==> src/rtl/tiny_pkg.sv <==
// -----------------------------------------------------------------------------
// tiny_pkg
// Shared definitions for the 4-bit tiny processor and its program loader:
//   - loader state enumeration
//   - instruction field widths (INST_W, IMM_W, WORD_W)
//   - opcode constants shared by the processor decoder and program images
//   - modulo-16 checksum accumulate helper
// -----------------------------------------------------------------------------
package tiny_pkg;

    localparam int INST_W = 4;
    localparam int IMM_W  = 4;
    localparam int WORD_W = INST_W + IMM_W;

    // Loader states
    typedef enum logic [2:0] {
        ST_IDLE = 3'd0,
        ST_HI   = 3'd1,
        ST_LO   = 3'd2,
        ST_CSUM = 3'd3,
        ST_DONE = 3'd4,
        ST_ERR  = 3'd5
    } ldr_state_e;

    // Opcodes (INST field, upper nibble of each program word)
    localparam logic [INST_W-1:0] OP_NOP = 4'h0;
    localparam logic [INST_W-1:0] OP_LDI = 4'h1;
    localparam logic [INST_W-1:0] OP_ADD = 4'h2;
    localparam logic [INST_W-1:0] OP_SUB = 4'h3;
    localparam logic [INST_W-1:0] OP_AND = 4'h4;
    localparam logic [INST_W-1:0] OP_OR  = 4'h5;
    localparam logic [INST_W-1:0] OP_XOR = 4'h6;
    localparam logic [INST_W-1:0] OP_OUT = 4'h9;
    localparam logic [INST_W-1:0] OP_JZ  = 4'hE;
    localparam logic [INST_W-1:0] OP_JMP = 4'hF;

    // Checksum accumulate: nibble sum, wraps modulo 16
    function automatic logic [3:0] csum_add(input logic [3:0] acc, input logic [3:0] nib);
        return acc + nib;
    endfunction

endpackage

==> src/rtl/tiny_prog_ram.sv <==
// -----------------------------------------------------------------------------
// tiny_prog_ram
// Program memory: 2^ADDR_W x WORD_W registers, asynchronously cleared to zero,
// one synchronous write port and one combinational read port.
// Ports:
//   clock       rising-edge clock
//   reset_p     asynchronous active-high reset (clears every word)
//   we_i        write enable
//   waddr_i     write address
//   wdata_i     write data
//   raddr_i     read address
//   rdata_o     combinational read data
// -----------------------------------------------------------------------------
module tiny_prog_ram
    import tiny_pkg::*;
#(
    parameter int ADDR_W = 4
) (
    input  logic              clock,
    input  logic              reset_p,
    input  logic              we_i,
    input  logic [ADDR_W-1:0] waddr_i,
    input  logic [WORD_W-1:0] wdata_i,
    input  logic [ADDR_W-1:0] raddr_i,
    output logic [WORD_W-1:0] rdata_o
);

    localparam int DEPTH = 1 << ADDR_W;

    logic [WORD_W-1:0] mem_q [DEPTH];

    // Storage array: cleared on reset, written one word per accepted low nibble
    always_ff @(posedge clock or posedge reset_p) begin
        if (reset_p) begin
            for (int i = 0; i < DEPTH; i++) begin
                mem_q[i] <= 8'h00;
            end
        end else if (we_i) begin
            mem_q[waddr_i] <= wdata_i;
        end
    end

    assign rdata_o = mem_q[raddr_i];

endmodule

==> src/rtl/tiny_prog_loader.sv <==
// -----------------------------------------------------------------------------
// tiny_prog_loader
// Receives a program image as a nibble stream (high nibble of each word first),
// writes it into tiny_prog_ram, optionally checks a trailing modulo-16 nibble
// checksum, then releases the processor via cpu_run.
// Ports:
//   clock, reset_p      clock and asynchronous active-high reset
//   load_start          single-cycle request to begin/restart a load
//   in_valid/in_data    nibble stream input
//   in_ready            loader accepts a nibble this cycle
//   cpu_addr/cpu_data   processor instruction fetch port (combinational read)
//   cpu_run             processor may run (its reset is !cpu_run | reset_p)
//   busy                load in progress
//   load_done/load_err  result level of the last load
// -----------------------------------------------------------------------------
module tiny_prog_loader
    import tiny_pkg::*;
#(
    parameter int ADDR_W  = 4,
    parameter bit CSUM_EN = 1'b1
) (
    input  logic              clock,
    input  logic              reset_p,
    input  logic              load_start,
    input  logic              in_valid,
    input  logic [3:0]        in_data,
    output logic              in_ready,
    input  logic [ADDR_W-1:0] cpu_addr,
    output logic [WORD_W-1:0] cpu_data,
    output logic              cpu_run,
    output logic              busy,
    output logic              load_done,
    output logic              load_err
);

    localparam logic [ADDR_W-1:0] ADDR_MAX = {ADDR_W{1'b1}};

    ldr_state_e        state_q, state_d;
    logic [ADDR_W-1:0] addr_q,  addr_d;
    logic [3:0]        sum_q,   sum_d;
    logic [3:0]        hi_q,    hi_d;
    logic              we_s;
    logic              accept_s;

    // Status outputs depend on the registered state only
    assign in_ready  = (state_q == ST_HI) || (state_q == ST_LO) || (state_q == ST_CSUM);
    assign busy      = in_ready;
    assign cpu_run   = (state_q == ST_DONE);
    assign load_done = (state_q == ST_DONE);
    assign load_err  = (state_q == ST_ERR);
    assign accept_s  = in_valid && in_ready;

    // Loader state, address counter, running checksum and buffered high nibble
    always_ff @(posedge clock or posedge reset_p) begin
        if (reset_p) begin
            state_q <= ST_IDLE;
            addr_q  <= '0;
            sum_q   <= 4'h0;
            hi_q    <= 4'h0;
        end else begin
            state_q <= state_d;
            addr_q  <= addr_d;
            sum_q   <= sum_d;
            hi_q    <= hi_d;
        end
    end

    // Next-state logic; load_start overrides any accept in the same cycle
    always_comb begin
        state_d = state_q;
        addr_d  = addr_q;
        sum_d   = sum_q;
        hi_d    = hi_q;
        we_s    = 1'b0;
        if (load_start) begin
            state_d = ST_HI;
            addr_d  = '0;
            sum_d   = 4'h0;
        end else begin
            case (state_q)
                ST_IDLE: begin
                    state_d = ST_IDLE;
                end
                ST_HI: begin
                    if (accept_s) begin
                        hi_d    = in_data;
                        sum_d   = csum_add(sum_q, in_data);
                        state_d = ST_LO;
                    end else begin
                        state_d = ST_HI;
                    end
                end
                ST_LO: begin
                    if (accept_s) begin
                        we_s  = 1'b1;
                        sum_d = csum_add(sum_q, in_data);
                        // Last word is the only exit; the counter never wraps
                        if (addr_q == ADDR_MAX) begin
                            if (CSUM_EN) begin
                                state_d = ST_CSUM;
                            end else begin
                                state_d = ST_DONE;
                            end
                        end else begin
                            addr_d  = addr_q + {{(ADDR_W-1){1'b0}}, 1'b1};
                            state_d = ST_HI;
                        end
                    end else begin
                        state_d = ST_LO;
                    end
                end
                ST_CSUM: begin
                    if (accept_s) begin
                        if (in_data == sum_q) begin
                            state_d = ST_DONE;
                        end else begin
                            state_d = ST_ERR;
                        end
                    end else begin
                        state_d = ST_CSUM;
                    end
                end
                ST_DONE: begin
                    state_d = ST_DONE;
                end
                ST_ERR: begin
                    state_d = ST_ERR;
                end
                default: begin
                    state_d = ST_IDLE;
                end
            endcase
        end
    end

    tiny_prog_ram #(
        .ADDR_W (ADDR_W)
    ) u_ram (
        .clock   (clock),
        .reset_p (reset_p),
        .we_i    (we_s),
        .waddr_i (addr_q),
        .wdata_i ({hi_q, in_data}),
        .raddr_i (cpu_addr),
        .rdata_o (cpu_data)
    );

endmodule

==> config.mk <==
export PLATFORM = sky130hd
export DESIGN_NAME = tiny_prog_loader
export DESIGN_NICKNAME = d
export VERILOG_FILES = /design/src/rtl/tiny_pkg.sv /design/src/rtl/tiny_prog_ram.sv /design/src/rtl/tiny_prog_loader.sv
export SDC_FILE = /design/constraint.sdc
export NUM_CORES = 1
export LEC_CHECK = 0
export CORE_MARGIN = 2
export CORE_UTILIZATION = 35
export CTS_CLUSTER_SIZE = 28
export DETAILED_ROUTE_END_ITERATION = 12
export SYNTH_ARGS = -nofsm -noshare
export SYNTH_HDL_FRONTEND = slang
export SYNTH_SLANG_ARGS = --single-unit
==> constraint.sdc <==
create_clock -name clock -period 12.3 [get_ports clock]
set_clock_uncertainty 0.1 [all_clocks]
set_input_delay 1.23 -clock clock [delete_from_list [all_inputs] [get_ports clock]]
set_output_delay 1.23 -clock clock [all_outputs]
set_load 0.02 [all_outputs]
Word-level counts from Yosys, hierarchy flattened
Index checks and enable logic that the tools add are counted.

Order comparisons: 3. Add/sub/neg operators: 2. Multiplexer cells: 23. Multiply operators: 0. Equal/unequal tests: 8. Bitwise logic cells: 3. Divide/modulo/power cells: 0. Reduce and logical (&&, ||, !) cells: 11. Shifts and indexed selects: 0.

Operator list (count): $bwmux W128 (1); $bmux W8 S4 (1); $demux W8 S4 (1); $mux W4 (7); $mux W8 (3); $pmux W3 S5 (1); $ge A5 B5 Y1 const B (2); $not A4 Y5 (2); $mux W3 (3); $eq A3 B2 Y1 const B (2); $eq A3 B3 Y1 const B (2); $reduce_and A3 Y1 (2); $reduce_bool A2 Y1 (3); $lt A5 B1 Y1 const B (1); $add A4 B1 Y4 const B (1); $add A4 B4 Y4 (1); $eq A4 B4 Y1 (1); $eq A4 B4 Y1 const B (1); $mux W1 (4); $mux W2 (2); $eq A3 B1 Y1 const B (1); $logic_and A1 B1 Y1 (2); $logic_or A1 B1 Y1 (2); $ne A2 B2 Y1 const B (1); 3 further kinds (3).

RAM bits: 0. Memories: 0. Bits of input ports: 12. Register bits after elaboration: 143. Memory bits (read-only): 0. Latch bits: 0. Logic and storage cells: 70.

Logic depth before layout (Yosys ltp)
Gate-level depths: netlist (run 1).

Depth in word-level cells: 7. Gate-level depth with buffers: 6. Gate-level depth less buffers: 5.

By module
Synthesis (run 1) repeated with hierarchy kept, for this count alone.

Cell total of the unflattened synthesis: 455. Area, all modules: 6851.6 um^2.

By module, submodules not included: tiny_prog_ram (seq. area each 3203.1 um^2, cells each 369, times used 1, area an instance 5953.2 um^2); tiny_prog_loader (seq. area each 375.4 um^2, cells each 86, times used 1, area an instance 898.4 um^2).

Worst setup path after synthesis (run 1)
Ideal clock, no wire load.

Path kind: input-to-output. Start: input port cpu_addr[0]. End: output port cpu_data[1]. Stages: 5. Path slack: 8.359 ns. Arrival time: 2.611 ns. Path buffers: 2. Path through: clkbuf_1 buf_2 mux4_2 a22oi_1 nand2_1.

Word-level cells in the longest chain between the ends: 4.

Ends and longest elaborated chain: start: declaration (RTL line tiny_prog_loader.sv:28) `input logic [ADDR_W-1:0] cpu_addr,`; $not A4 Y5 (not written as such) (RTL line tiny_prog_ram.sv:43) `assign rdata_o = mem_q[raddr_i];`; $bmux W8 S4 (RTL line tiny_prog_ram.sv:43); $mux W8 (not written as such) (2 in a row) (RTL line tiny_prog_ram.sv:43); end: declaration (RTL line tiny_prog_loader.sv:29) `output logic [WORD_W-1:0] cpu_data,`.

No other way between the ends. The select of a mux whose other input is x is not followed.

Final worst setup path (run 1)
Start: input port cpu_addr[3]. End: output port cpu_data[5].

The elaborated chain is that of the path after synthesis.

==> results.yml, run 1 <==
floorplanning:
  die_h_um: 144
  core_area_um2: 19300
  start_util_pct: 35.5
  row_count: 51
  die_w_um: 144
  dieArea_um2: 20800
  pin_count: 25
route:
  drt-vias-per-instance: 5.11
  num_vias: 3778
  drt_iter0_drc: 227
  dr.pass1.iters: 4
  routed_wl_um: 14000
  wl_per_cell_um: 19.0
  antenna_left: 0
  drc: 0
logic_synthesis:
  synth-edff-count: 0
  ys_seq_elements: 143
  synth_ff_type: "dfrtp_1"
  ys_warn_count: 0
  synth-seq-area-share_pct: 52.1
  synth.distinct_cells: 44
  synthArstFlopShare_pct: 100
  avgSynthCellArea_um2: 15.5
  synth_area_um2: 6870
  synth_nets: 464
  syn_inst: 444
pwr:
  p_per_area_nw_per_um2: 143
  p_total_mw: 1.14
  p_leak_nw: 3.77
  vdd_drop_max_mv: 0.104
worst_setup_path:
  cp.required_ns: 10.97
  crit_arrival_ns: 3.47
  cp.buffers_inverters: 2
  max_stage_delay_ns: 0.72
  cp-start-kind: "input port"
  path_max_fanout: 8
  cp_cell_sequence: "clkdlybuf4s50_1, nor2b_1, a22oi_1, nand2_1, clkdlybuf4s50_1"
  critPathKind: "in2out"
  crit_path_frequent_cell: "clkdlybuf4s50_1"
  cpMaxStageDelayCell: "nor2b_1"
  endpoint_kind: "output pin"
  crit_family: "buffers and inverters"
  reg2reg_slack_ns: 9.98
layout:
  fin_nets: 481
  final_cell_mix: "dfrtp_1, mux2_2, mux4_2"
  drive_gt1_share_pct: 45.6
  areaGrowthSynthToFinish_pct: 15.9
  n_antenna_cell: 0
  layout_commonest_cell: "dfrtp_1"
sta:
  slew_violations: 0
  period_needed_ns: 4.80
  slew_headroom_pct: 41.5
  fmax_ghz: 0.208
  tightest_slew_ns: 0.876
  rsz0062_at_grt: "false"
  finalSetupViolations: 0
  hold_viol_final: 0
  tns_ns: 0
  period_share_pct: 39.1
clock_tree:
  cts_resized: 0
  post_cts_buffers: 0
  ctsHoldBuffers: 0
  clk_pin_slew_ns: 0.06
  cts_made_buffers: 17
  cts_num_sinks: 143
  cts_buffer_depth: 2
  cts_root_buf: "clkbuf_16"
  htreeDepth: 4
  clk_latency_ns: 0.42
  cts_tree: "yes"
grt:
  track_usage_pct: 15.0
  grt_pass1_wl_um: 23300
  grt_start_max_net_pins: 85
  antenna_found_initial: 0
  grt_overflow: 0
  grt_pass1_vias: 4119
flow_run:
  max_cap_viol_count: 0
place:
  dpl.hpwl_um: 9280
  gp_congestion: 0.744
  port_buffers: 24
min_path:
  hold_class: "reg2reg"
run_status:
  outcome: "finished, final reports clean"
## power breakdown
part           switching [mW]  leakage, nW  internal [mW]
sequential             0.0251         1.98          0.485
combinational          0.0396         1.49         0.0336
clock                   0.202        0.303          0.352
total                   0.266         3.77          0.870
## layer usage
| metal | GRT usage (%) | vias up | wire length [um] |
|---|---|---|---|
| met5 | 0 | - | 0 |
| met4 | 5.11 | 0 | 210 |
| met3 | 3.64 | 17 | 423 |
| met2 | 24.5 | 45 | 6990 |
| met1 | 19.5 | 2022 | 6420 |
| li1 | - | 1694 | - |
## per-stage QoR
step / setup WS (ns) / hold WS, ns / instance area, um^2 / cells / util, %
global placement: 7.47 / 0.368 / 7320 / 707 / 37.8
floorplan: 7.13 / 0.359 / 6870 / 444 / -
finish: 7.50 / 0.393 / 7960 / 739 / 41.1
global route: 7.42 / 0.414 / 7960 / 739 / 41.1
detailed placement: 7.52 / 0.380 / 7320 / 707 / 37.8
CTS: 7.52 / 0.394 / 7960 / 739 / 41.1
## kinds of logic after synthesis
group                      after synthesis  share of synthesized area [%]
muxes                                  169                           33.7
DFF                                    143                           52.1
and+or+nand+nor                         61                           7.02
buffers and inverters                   33                           2.39
AOI/OAI and AO/OA                       26                           2.66
adders and majority gates                8                           1.57
xor gates and xnor gates                 4                          0.510
## flip-flops by register name, summed over array words and instances (netlist names)
register / cells
addr_q: 4
state_q: 3
hi_q: 4
u_ram.mem_q: 128
sum_q: 4
## final timing paths
| kind | to | cells past startpoint | startpoint |
|---|---|---|---|
| max | cpu_data[5] | 5 | cpu_addr[3] |
| min | u_ram.mem_q[52] | 1 | u_ram.mem_q[52] |
| max reg2reg | u_ram.mem_q[16] | 5 | state_q[0] |
| min reg2reg | u_ram.mem_q[52] | 1 | u_ram.mem_q[52] |
| max in group asynchronous | u_ram.mem_q[24] | 3 | reset_p |
| min in group asynchronous | state_q[2] | 2 | reset_p |
## cell type report
class | count | area, um^2
multi-input cells | 268 | 3120
clock buffers | 20 | 457
fillers | 1756 | 11400
repair buffers | 28 | 265
inverters | 3 | 16.3
flip-flops and latches | 143 | 3580
clock inverters | 12 | 183
well taps | 265 | 332
## worst reg2reg max path, cell delays in order, from the launching register on
cell     delay [ns]
dfrtp_1        0.43
and2b_1        0.32
and3b_1        0.19
buf_4          0.33
nand4_2        0.42
mux2_2         0.41
## cells in the mapped netlist (2+ instances only)
master,count,area share (%)
clkbuf_1,16,0.87
nand3_1,3,0.22
buf_4,2,0.22
buf_1,3,0.16
nor3_1,3,0.22
nand4_1,2,0.18
nand2b_1,2,0.18
nand4_2,3,0.55
mux2i_1,5,0.73
and2_1,3,0.27
nor2b_1,5,0.46
nor2_1,11,0.60
xnor2_1,2,0.26
mux2_4,16,3.5
mux4_2,32,10
dfrtp_1,143,52
ha_1,7,1.3
buf_2,7,0.51
nand2_1,8,0.44
a21oi_1,3,0.22
nand3_2,2,0.29
a22oi_1,17,1.9
and3b_1,2,0.26
mux2_2,115,19
inv_1,3,0.16
nand3_4,10,2.6
xor2_1,2,0.26
Power figures use the tool's default switching activity.
==> run 2: changes to the inputs <==
==> constraint.sdc (replaced) <==
create_clock -name clock -period 4.09 [get_ports clock]
set_clock_uncertainty 0.1 [all_clocks]
set_input_delay 0.409 -clock clock [delete_from_list [all_inputs] [get_ports clock]]
set_output_delay 0.409 -clock clock [all_outputs]
set_load 0.02 [all_outputs]
==> run 2 against run 1 <==
First-iteration DRC count rose by 11%; highest routed layer unchanged; cell count rose by 0.54%; routed wire length up 3.6%; critical path type unchanged; worst hold slack got worse by 0.064 ns; combinational power grew to 3.1 times the previous value; sequential share of layout area unchanged; clock power rose to 2.8 times the previous value; power grew to 2.9 times the previous value; via count grew 1.4%; die area is the same; global-route usage rose by 0.48 points.
==> results.yml, run 2 (synthesized netlist as in run 1, its figures left out) <==
layout:
  final_cell_mix: "dfrtp_1, mux2_2, mux4_2"
  drive_gt1_share_pct: 46.0
  largest_reg_flops: 128
  fin_nets: 485
  regMostFlops: "u_ram.mem_q"
  n_antenna_cell: 0
  areaGrowthSynthToFinish_pct: 15.9
  layout_commonest_cell: "dfrtp_1"
  fill_cells: 1736
worst_setup_path:
  cp-start-kind: "input port"
  critPathKind: "in2out"
  endpoint_kind: "output pin"
  crit_arrival_ns: 2.61
  path_max_fanout: 32
  cp.required_ns: 3.58
grt:
  grt_pass1_wl_um: 23500
  grt_overflow: 0
  grt_pass1_vias: 4069
  grt_start_max_net_pins: 117
  antenna_found_initial: 0
  track_usage_pct: 15.4
pwr:
  p_switching_uw: 802
  clock_power_share_pct: 46.8
  seq_power_share_pct: 46.4
  vdd_drop_max_mv: 0.248
  p_per_area_nw_per_um2: 418
  p_leak_nw: 3.76
  internal_power_mw: 2.52
  switching_share_pct: 24.1
  p_comb_share_pct: 6.8
sta:
  period_share_pct: 76.2
  rsz0062_at_grt: "false"
  fmax_ghz: 0.321
  hold_viol_final: 0
  slew_headroom_pct: 46.6
  period_needed_ns: 3.12
  slew_violations: 0
  finalSetupViolations: 0
  fin_ws_ns: 0.973
  tightest_slew_ns: 0.800
  tns_ns: 0
place:
  dpl.hpwl_um: 9550
  port_buffers: 24
  post-place-ws_ns: 0.975
  gp_congestion: 0.742
route:
  drt_iter0_drc: 252
  routed_wl_um: 14500
  antenna_left: 0
  num_vias: 3832
  wl_per_cell_um: 19.6
  drc: 0
  drt-vias-per-instance: 5.16
  dr.pass1.iters: 4
floorplanning:
  row_count: 51
  pin_count: 25
  die_h_um: 144
  die_w_um: 144
  core_area_um2: 19300
  start_util_pct: 35.5
  dieArea_um2: 20800
flow_run:
  max_cap_viol_count: 0
clock_tree:
  ctsHoldBuffers: 0
  cts_buffer_depth: 2
  clk_latency_ns: 0.42
  htreeDepth: 4
  cts_made_buffers: 17
  cts_resized: 0
  cts_num_sinks: 143
  cts_tree: "yes"
  cts_root_buf: "clkbuf_16"
  clk_pin_slew_ns: 0.06
  post_cts_buffers: 0
min_path:
  hold_class: "in2async"
run_status:
  outcome: "finished, final reports clean"
[run 2: cell count changes in the layout (fill, tap and decap cells not counted)]
cell	before	now
clkinv_2	1	3
clkbuf_8	2	0
inv_6	3	0
clkinv_4	2	3
buf_4	4	7
buf_12	0	1
clkinvlp_4	3	6
bufinv_16	4	3
[run 2: layout make-up]
class,count,area (um^2),area share [%]
Inverter,3,15.0,0.189
Clock buffer,18,429,5.39
Tap cell,265,332,4.17
Timing Repair Buffer,32,308,3.87
Multi-Input combinational cell,268,3120,39.3
Clock inverter,14,169,2.12
Sequential cell,143,3580,45.0
[run 2: worst paths after layout]
check	cells after the start	slack (ns)	to	from
max	6	0.97	cpu_data[7]	cpu_addr[1]
min in group clock	1	0.40	u_ram.mem_q[52]	u_ram.mem_q[52]
min	2	0.33	sum_q[0]	reset_p
max in group asynchronous	3	2.57	u_ram.mem_q[77]	reset_p
min reg2reg	1	0.40	u_ram.mem_q[52]	u_ram.mem_q[52]
max reg2reg	5	1.52	u_ram.mem_q[37]	state_q[0]
[run 2: power groups by stage]
stage | Clock [mW] | Combinational, mW | Sequential (mW)
after floorplan | 0 | 0.187 | 1.51
after global placement | 0 | 0.224 | 1.56
after detailed placement | 0 | 0.230 | 1.57
after CTS | 1.58 | 0.231 | 1.54
after global routing | 1.65 | 0.248 | 1.55
final | 1.55 | 0.225 | 1.54
[run 2: metal layers]
layer | GRT usage (%) | share of wire [%] | vias to the layer above
met2 | 25.7 | 51 | 48
met4 | 5.57 | 1.4 | 0
li1 | - | - | 1707
met3 | 2.88 | 3.0 | 12
met5 | 0 | 0 | -
met1 | 20.2 | 45 | 2065
[run 2: critical path, cell delays in order]
cell and delay (ns):
clkdlybuf4s50_1 0.45, buf_4 0.43, mux4_2 0.40, a22oi_1 0.27
nand2_1 0.09, clkdlybuf4s50_1 0.54
[run 2: per-stage QoR]
step / cells / hold slack (ns) / power, mW / cell area [um^2] / utilization (%)
floorplan: 444 / 0.359 / 1.70 / 6870 / -
global placement: 711 / 0.372 / 1.79 / 7360 / 38.1
detailed placement: 711 / 0.382 / 1.80 / 7360 / 38.1
CTS: 743 / 0.337 / 3.35 / 7960 / 41.1
global route: 743 / 0.378 / 3.45 / 7960 / 41.1
finish: 743 / 0.329 / 3.32 / 7960 / 41.1
==> run 3: changes to the inputs <==
==> constraint.sdc (replaced) <==
create_clock -name clock -period 3.2 [get_ports clock]
set_clock_uncertainty 0.1 [all_clocks]
set_input_delay 0.32 -clock clock [delete_from_list [all_inputs] [get_ports clock]]
set_output_delay 0.32 -clock clock [all_outputs]
set_load 0.02 [all_outputs]
==> run 3 against run 2 <==
Clock power is 19% higher; non-clock buffer count grew 4; sequential share of layout area shrank 0.092 points; worst hold slack lost 0.0053 ns; worst setup slack got worse by 0.55 ns; critical path depth unchanged; combinational power up 32%; routed wire length shrank 0.75%; flip-flop and latch count unchanged; design area up 0.20%; register-to-register slack worse by 0.65 ns.
==> results.yml, run 3 (synthesized netlist as in run 1, its figures left out) <==
layout:
  largest_reg_flops: 128
  layout.cells.non_filler: 747
  fin_nets: 489
  n_antenna_cell: 0
  areaGrowthSynthToFinish_pct: 16.1
  drive_gt1_share_pct: 46.5
  layout_commonest_cell: "dfrtp_1"
  final_cell_mix: "dfrtp_1, mux2_2, mux4_2"
  regMostFlops: "u_ram.mem_q"
clock_tree:
  htreeDepth: 4
  cts_root_buf: "clkbuf_16"
  ctsHoldBuffers: 0
  cts_made_buffers: 17
  cts_resized: 0
  cts_buffer_depth: 2
  cts_tree: "yes"
  clk_pin_slew_ns: 0.06
  clk_latency_ns: 0.42
  cts_num_sinks: 143
  post_cts_buffers: 0
floorplanning:
  start_util_pct: 35.5
  die_w_um: 144
  pin_count: 25
  die_h_um: 144
  row_count: 51
  dieArea_um2: 20800
  core_area_um2: 19300
grt:
  track_usage_pct: 15.3
  grt_pass1_vias: 4177
  grt_start_max_net_pins: 144
  grt_overflow: 0
  antenna_found_initial: 0
  grt_pass1_wl_um: 23800
worst_setup_path:
  cpMaxStageDelayCell: "clkdlybuf4s50_1"
  crit_arrival_ns: 2.36
  max_stage_delay_ns: 0.55
  cp.required_ns: 2.78
  crit_path_frequent_cell: "clkdlybuf4s50_1"
  crit_family: "buffers and inverters"
  path_max_fanout: 32
  cp.buffers_inverters: 3
  cp_cell_sequence: "clkdlybuf4s50_1, buf_12, mux4_2, a22oi_1, nand2_1, clkdlybuf4s50_1"
  critPathKind: "in2out"
  endpoint_kind: "output pin"
  cp-start-kind: "input port"
sta:
  tns_ns: 0
  holdWs_ns: 0.324
  fin_ws_ns: 0.423
  hold_viol_final: 0
  fmax_ghz: 0.360
  finalSetupViolations: 0
  period_needed_ns: 2.78
  slew_headroom_pct: 46.7
  period_share_pct: 86.8
  rsz0062_at_grt: "false"
  tightest_slew_ns: 0.800
  slew_violations: 0
route:
  num_vias: 3853
  routed_wl_um: 14400
  drt-vias-per-instance: 5.16
  wl_per_cell_um: 19.3
  dr.pass1.iters: 6
  drc: 0
  drt_iter0_drc: 158
  antenna_left: 0
run_status:
  outcome: "finished, final reports clean"
min_path:
  hold_class: "in2async"
flow_run:
  max_cap_viol_count: 0
pwr:
  p_per_area_nw_per_um2: 516
  p_leak_nw: 3.78
  vdd_drop_max_mv: 0.253
place:
  port_buffers: 24
  post-place-ws_ns: 0.431
  dp_cells: 715
  gp_congestion: 0.721
  dpl.hpwl_um: 9240
==> run 3: cell count changes in the layout (fill, tap and decap cells not counted) <==
cell,previous run,this run
buf_12,1,3
buf_4,7,9
bufinv_16,3,1
clkinvlp_4,6,4
clkbuf_8,0,1
clkinv_2,3,4
clkinv_4,3,4
inv_6,0,1
==> run 3: power by group <==
group,internal [mW],switching (mW)
registers,1.86,0.103
logic,0.140,0.156
clock network,1.09,0.760
==> run 3: cell type report <==
cell class              count  area (um^2)
multi-input cells         268         3120
repair buffers             36          363
well taps                 265          332
flip-flops and latches    143         3580
inverters                   3         15.0
clock inverters            13          116
fillers                  1748        11400
clock buffers              19          443
==> run 3: worst register-to-register path: cells and delay by family, from the launching register on <==
family / cells / cell delay (ns)
simple gates: 3 / 0.82
buf+inv: 2 / 0.48
flops: 1 / 0.44
mux: 1 / 0.38
==> run 3: final timing paths <==
kind                                         to       startpoint  cells past startpoint  slack, ns
max in group asynchronous       u_ram.mem_q[70]          reset_p                      3       2.05
worst max register to register  u_ram.mem_q[33]       state_q[0]                      6       0.87
worst min-delay path                   sum_q[3]          reset_p                      3       0.32
min in group clock              u_ram.mem_q[52]  u_ram.mem_q[52]                      1       0.39
worst min register to register  u_ram.mem_q[52]  u_ram.mem_q[52]                      1       0.39
worst max-delay path                cpu_data[3]      cpu_addr[1]                      6       0.42
==> run 3: layer usage <==
layer	vias up	global-route usage, %	share of wire [%]
met5	-	0	0
met4	0	5.11	1.3
met3	16	2.98	2.1
met2	34	26.0	51
met1	2085	19.8	45
li1	1718	-	-
==> run 3: metrics by stage <==
stage,util (%),cell area [um^2],power (mW)
final,41.2,7970,4.11
after floorplan,-,6870,2.17
after global routing,41.2,7970,4.29
after global placement,38.3,7410,2.29
after detailed placement,38.3,7410,2.30
after CTS,41.2,7970,4.17
==> RTL change 1 (flow settings as in run 2) <==
Encoding of `ldr_state_e`: now one-hot (6 bits for 6 states).
--- a/src/rtl/tiny_pkg.sv
+++ b/src/rtl/tiny_pkg.sv
@@ -13,13 +13,13 @@
     localparam int WORD_W = INST_W + IMM_W;
 
     // Loader states
-    typedef enum logic [2:0] {
-        ST_IDLE = 3'd0,
-        ST_HI   = 3'd1,
-        ST_LO   = 3'd2,
-        ST_CSUM = 3'd3,
-        ST_DONE = 3'd4,
-        ST_ERR  = 3'd5
+    typedef enum logic [5:0] {
+        ST_IDLE = 6'b000001,
+        ST_HI   = 6'b000010,
+        ST_LO   = 6'b000100,
+        ST_CSUM = 6'b001000,
+        ST_DONE = 6'b010000,
+        ST_ERR  = 6'b100000
     } ldr_state_e;
 
     // Opcodes (INST field, upper nibble of each program word)
Check against the original RTL: no difference found for any inputs over 4 cycles, from zero or initial values and one cycle with reset_p high; so few cycles prove little.
==> RTL change 1 against run 2 <==
- count of clock-buffer cells in the layout rose by 5
- sequential cell count rose by 3
- non-clock buffer count did not move
- wire length rose by 6.8%
- worst setup slack got worse by 0.10 ns
- synthesized area rose by 1.8%
- total power fell by 4.9%
- die area rose by 1.8%
- design area rose by 1.5%
- critical path depth fell by 1
- critical endpoint is now cpu_data[3]
- largest cell class unchanged
- largest power group is now registers
- highest routed layer unchanged
==> RTL change 1: results (changes against run 2) <==
Setup path
  – CP arrival: 2.71 ns (was 2.61 ns)
  – Max FO, Critical Path: 8 (was 32)
  – Reg-to-reg startpoint: state_q[5] (was state_q[0])
  – Crit path from: cpu_addr[3] (was cpu_addr[1])

Detailed routing
  – Via count: 4,121 (was 3,832)
  – DR WL/cell: 20.1 µm (was 19.6 µm)
  – Routed vias/inst: 5.32 (was 5.16)
  – DRT iter0 DRCs: 193 (was 252)
  – DRT Pass-1 Iters: 6 (was 4)

Placed design
  – Post-DP Area: 7540 µm² (was 7360 µm²)
  – Detailed Place HPWL: 10,300 µm (was 9550 µm)
  – Placed cell count: 742 (was 711)

Run status
  – Status: completed (unchanged)

Synth
  – Synth Instances: 472 (was 444)
  – Largest cells by area after synthesis: dfrtp_1 (52%), mux2_2 (21%), mux4_2 (10%), nand3_4 (2.0%), a22oi_1 (1.8%) (was dfrtp_1 (52%), mux2_2 (19%), mux4_2 (10%), mux2_4 (3.5%), nand3_4 (2.6%))
  – Post-synth top cells: dfrtp_1 (145), mux2_2 (129), mux4_2 (32), clkbuf_1 (18), a22oi_1 (17) (was dfrtp_1 (143), mux2_2 (115), mux4_2 (32), a22oi_1 (17))
  – Netlist cell types: 49 (was 44)
  – Post-synthesis sequential area ratio: 52.3% (was 52.1%)

Power
  – Maximum VDD drop: 0.000291 V (was 0.000248 V)
  – Cell Pwr Density: 391 nW/µm² (was 418 nW/µm²)

Finish
  – Layout cells sized above 1: 43.0% (was 46.0%)
  – Fillers: 1,810 (was 1,736)
  – Final #Nets: 516 (was 485)

Timing
  – Slew of the pin with the lowest slew margin: 0.852 ns (was 0.800 ns)

Global routing
  – Total GRT Usage: 15.7% (was 15.4%)
  – First-pass GRT wire length: 25,400 µm (was 23,500 µm)
  – Vias in the first global route: 4,469 (was 4,069)
[RTL change 1: changes by cell type after synthesis, moves of 5 or more]
cell and delta:
mux2_4 -16, mux2_2 +14, nand3_1 +11, nand2_1 +7, a21oi_1 +5, o21ai_0 +5
[RTL change 1: logic make-up after synthesis]
logic type / synth area share [%]
muxes: 31.5
DFF: 52.3
and+or+nand+nor: 8.09
AOI/OAI and AO/OA: 3.99
buffers and inverters: 2.08
adders and majority gates: 1.54
xor gates and xnor gates: 0.501
[RTL change 1: worst paths after layout]
check	endpoint	slack, ns	cells after the start
worst max-delay path	cpu_data[3]	0.87	5
worst min-delay path	addr_q[0]	0.27	2
worst max register to register	u_ram.mem_q[1]	1.44	4
worst min register to register	u_ram.mem_q[63]	0.40	1
max in group asynchronous	u_ram.mem_q[68]	2.89	3
min in group clock	u_ram.mem_q[63]	0.40	1
[RTL change 1: power breakdown]
group          internal [mW]  total [mW]  switching (mW)
registers               1.47        1.54          0.0656
clock network          0.850        1.42           0.573
logic                 0.0783       0.199           0.120
total                   2.40        3.16           0.759
[RTL change 1: routing by layer]
metal / track usage, % / wire length, µm / up-vias
met5: 0 / 0 / -
met2: 25.3 / 7470 / 68
met4: 4.12 / 168 / 0
met3: 4.26 / 559 / 12
met1: 21.0 / 7340 / 2222
li1: - / - / 1819
[RTL change 1: final cells by class]
class	instances	area share [%]
Clock inverter	9	1.02
Sequential cell	146	45.3
Multi-Input combinational cell	291	39.6
Inverter	8	0.418
Tap cell	265	4.11
Clock buffer	23	5.67
Timing Repair Buffer	32	3.97
==> RTL change 2 (settings of run 2) <==
Made on the original files. `ADDR_W` is set to 4 in 2 places; all go to 2.
--- a/src/rtl/tiny_prog_ram.sv
+++ b/src/rtl/tiny_prog_ram.sv
@@ -14,7 +14,7 @@
 module tiny_prog_ram
     import tiny_pkg::*;
 #(
-    parameter int ADDR_W = 4
+    parameter int ADDR_W = 2
 ) (
     input  logic              clock,
     input  logic              reset_p,
--- a/src/rtl/tiny_prog_loader.sv
+++ b/src/rtl/tiny_prog_loader.sv
@@ -16,7 +16,7 @@
 module tiny_prog_loader
     import tiny_pkg::*;
 #(
-    parameter int ADDR_W  = 4,
+    parameter int ADDR_W  = 2,
     parameter bit CSUM_EN = 1'b1
 ) (
     input  logic              clock,
Interface: changed (resized cpu_addr); port bits go from 25 to 23. No check against the original RTL was run, so the function may have changed too.
==> RTL change 2 against run 2 <==
- maximum frequency rose by 8.5%
- synthesized area fell by 69%
- total power fell by 68%
- register-to-register slack improved by 0.62 ns
- sequential cell count fell by 98
- worst setup slack improved by 0.25 ns
- design area fell by 68%
- wire length fell by 72%
- largest cell class unchanged
- largest power group is now registers
==> RTL change 2: results (changes against run 2) <==
Run status
  – Status: completed (unchanged)

Synth
  – Post-synthesis sequential area ratio: 52.7% (was 52.1%)
  – Largest cells by area after synthesis: dfrtp_1 (53%), mux2_2 (18%), mux4_2 (8.4%), ha_1 (4.1%), nor2_1 (1.9%) (was dfrtp_1 (52%), mux2_2 (19%), mux4_2 (10%), mux2_4 (3.5%), nand3_4 (2.6%))
  – Syn_nets: 171 (was 464)
  – Mux share of post-synthesis cell area: 28.8% (was 33.7%)

Setup path
  – CP Capture Point: cpu_data[1] (was cpu_data[7])
  – R2R cell count: 3 (was 5)
  – FF-to-FF setup slack: 2.14 ns (was 1.52 ns)
  – Crit path from: cpu_addr[0] (was cpu_addr[1])
  – Largest stage delay on the critical path: 0.82 ns (was 0.54 ns)
  – Max FO, Critical Path: 8 (was 32)

Global routing
  – Met2 usage: 23.9% (was 25.7%)
  – First-pass GRT wire length: 7090 µm (was 23,500 µm)
  – Largest net degree at the start of global routing: 29 (was 117)
  – Met1 Resource Use GR: 18.0% (was 20.2%)

Detailed routing
  – DR WL/cell: 15.9 µm (was 19.6 µm)
  – Met3 routed WL: 159 µm (was 434 µm)
  – DR WL met2: 1980 µm (was 7430 µm)

Finish
  – Layout cells sized above 1: 29.1% (was 46.0%)
  – Final #Nets: 196 (was 485)

Power
  – Logic pwr share: 16.9% (was 6.8%)
  – Clock share of power: 32.6% (was 46.8%)
  – Leakage: 1.19 nW (was 3.76 nW)

Clock network
  – CTS root buffer: clkbuf_8 (was clkbuf_16)
  – CTS H-tree lvls: 2 (was 4)
  – Clk_lat worst skew: 0.29 ns (was 0.42 ns)

Timing
  – Minimum hold slack: 0.408 ns (was 0.329 ns)

Placed design
  – Post-DP Area: 2430 µm² (was 7360 µm²)
[RTL change 2: cell count changes in the layout (fill, tap and decap cells not counted), moves of 5 or more]
cell	delta
a22oi_1	-17
buf_4	-6
clkbuf_16	-17
clkbuf_8	+6
clkinvlp_4	-6
dfrtp_1	-98
mux2_2	-80
mux2_4	-16
mux4_2	-24
nand3_4	-10
nor2b_1	-5
[RTL change 2: area by class of cell]
class                           count  area (µm²)
Inverter                            5        18.8
Tap cell                           75        93.8
Clock inverter                      1        30.0
Timing Repair Buffer               23         228
Sequential cell                    45        1130
Multi-Input combinational cell     98         966
Clock buffer                        7        86.3
Fill cell                         542        3370
[RTL change 2: worst reg2reg max path, delay by kind of cell, from the launching register on]
kind | cells | cell delay [ns]
mux | 1 | 0.41
flops | 1 | 0.45
simple gates | 2 | 0.88
[RTL change 2: cells by family after synthesis]
logic type      after synthesis
buf+inv                      10
simple gates                 29
xor+xnor                      4
fa+ha+maj                     8
flops                        45
mux                          47
compound gates               10
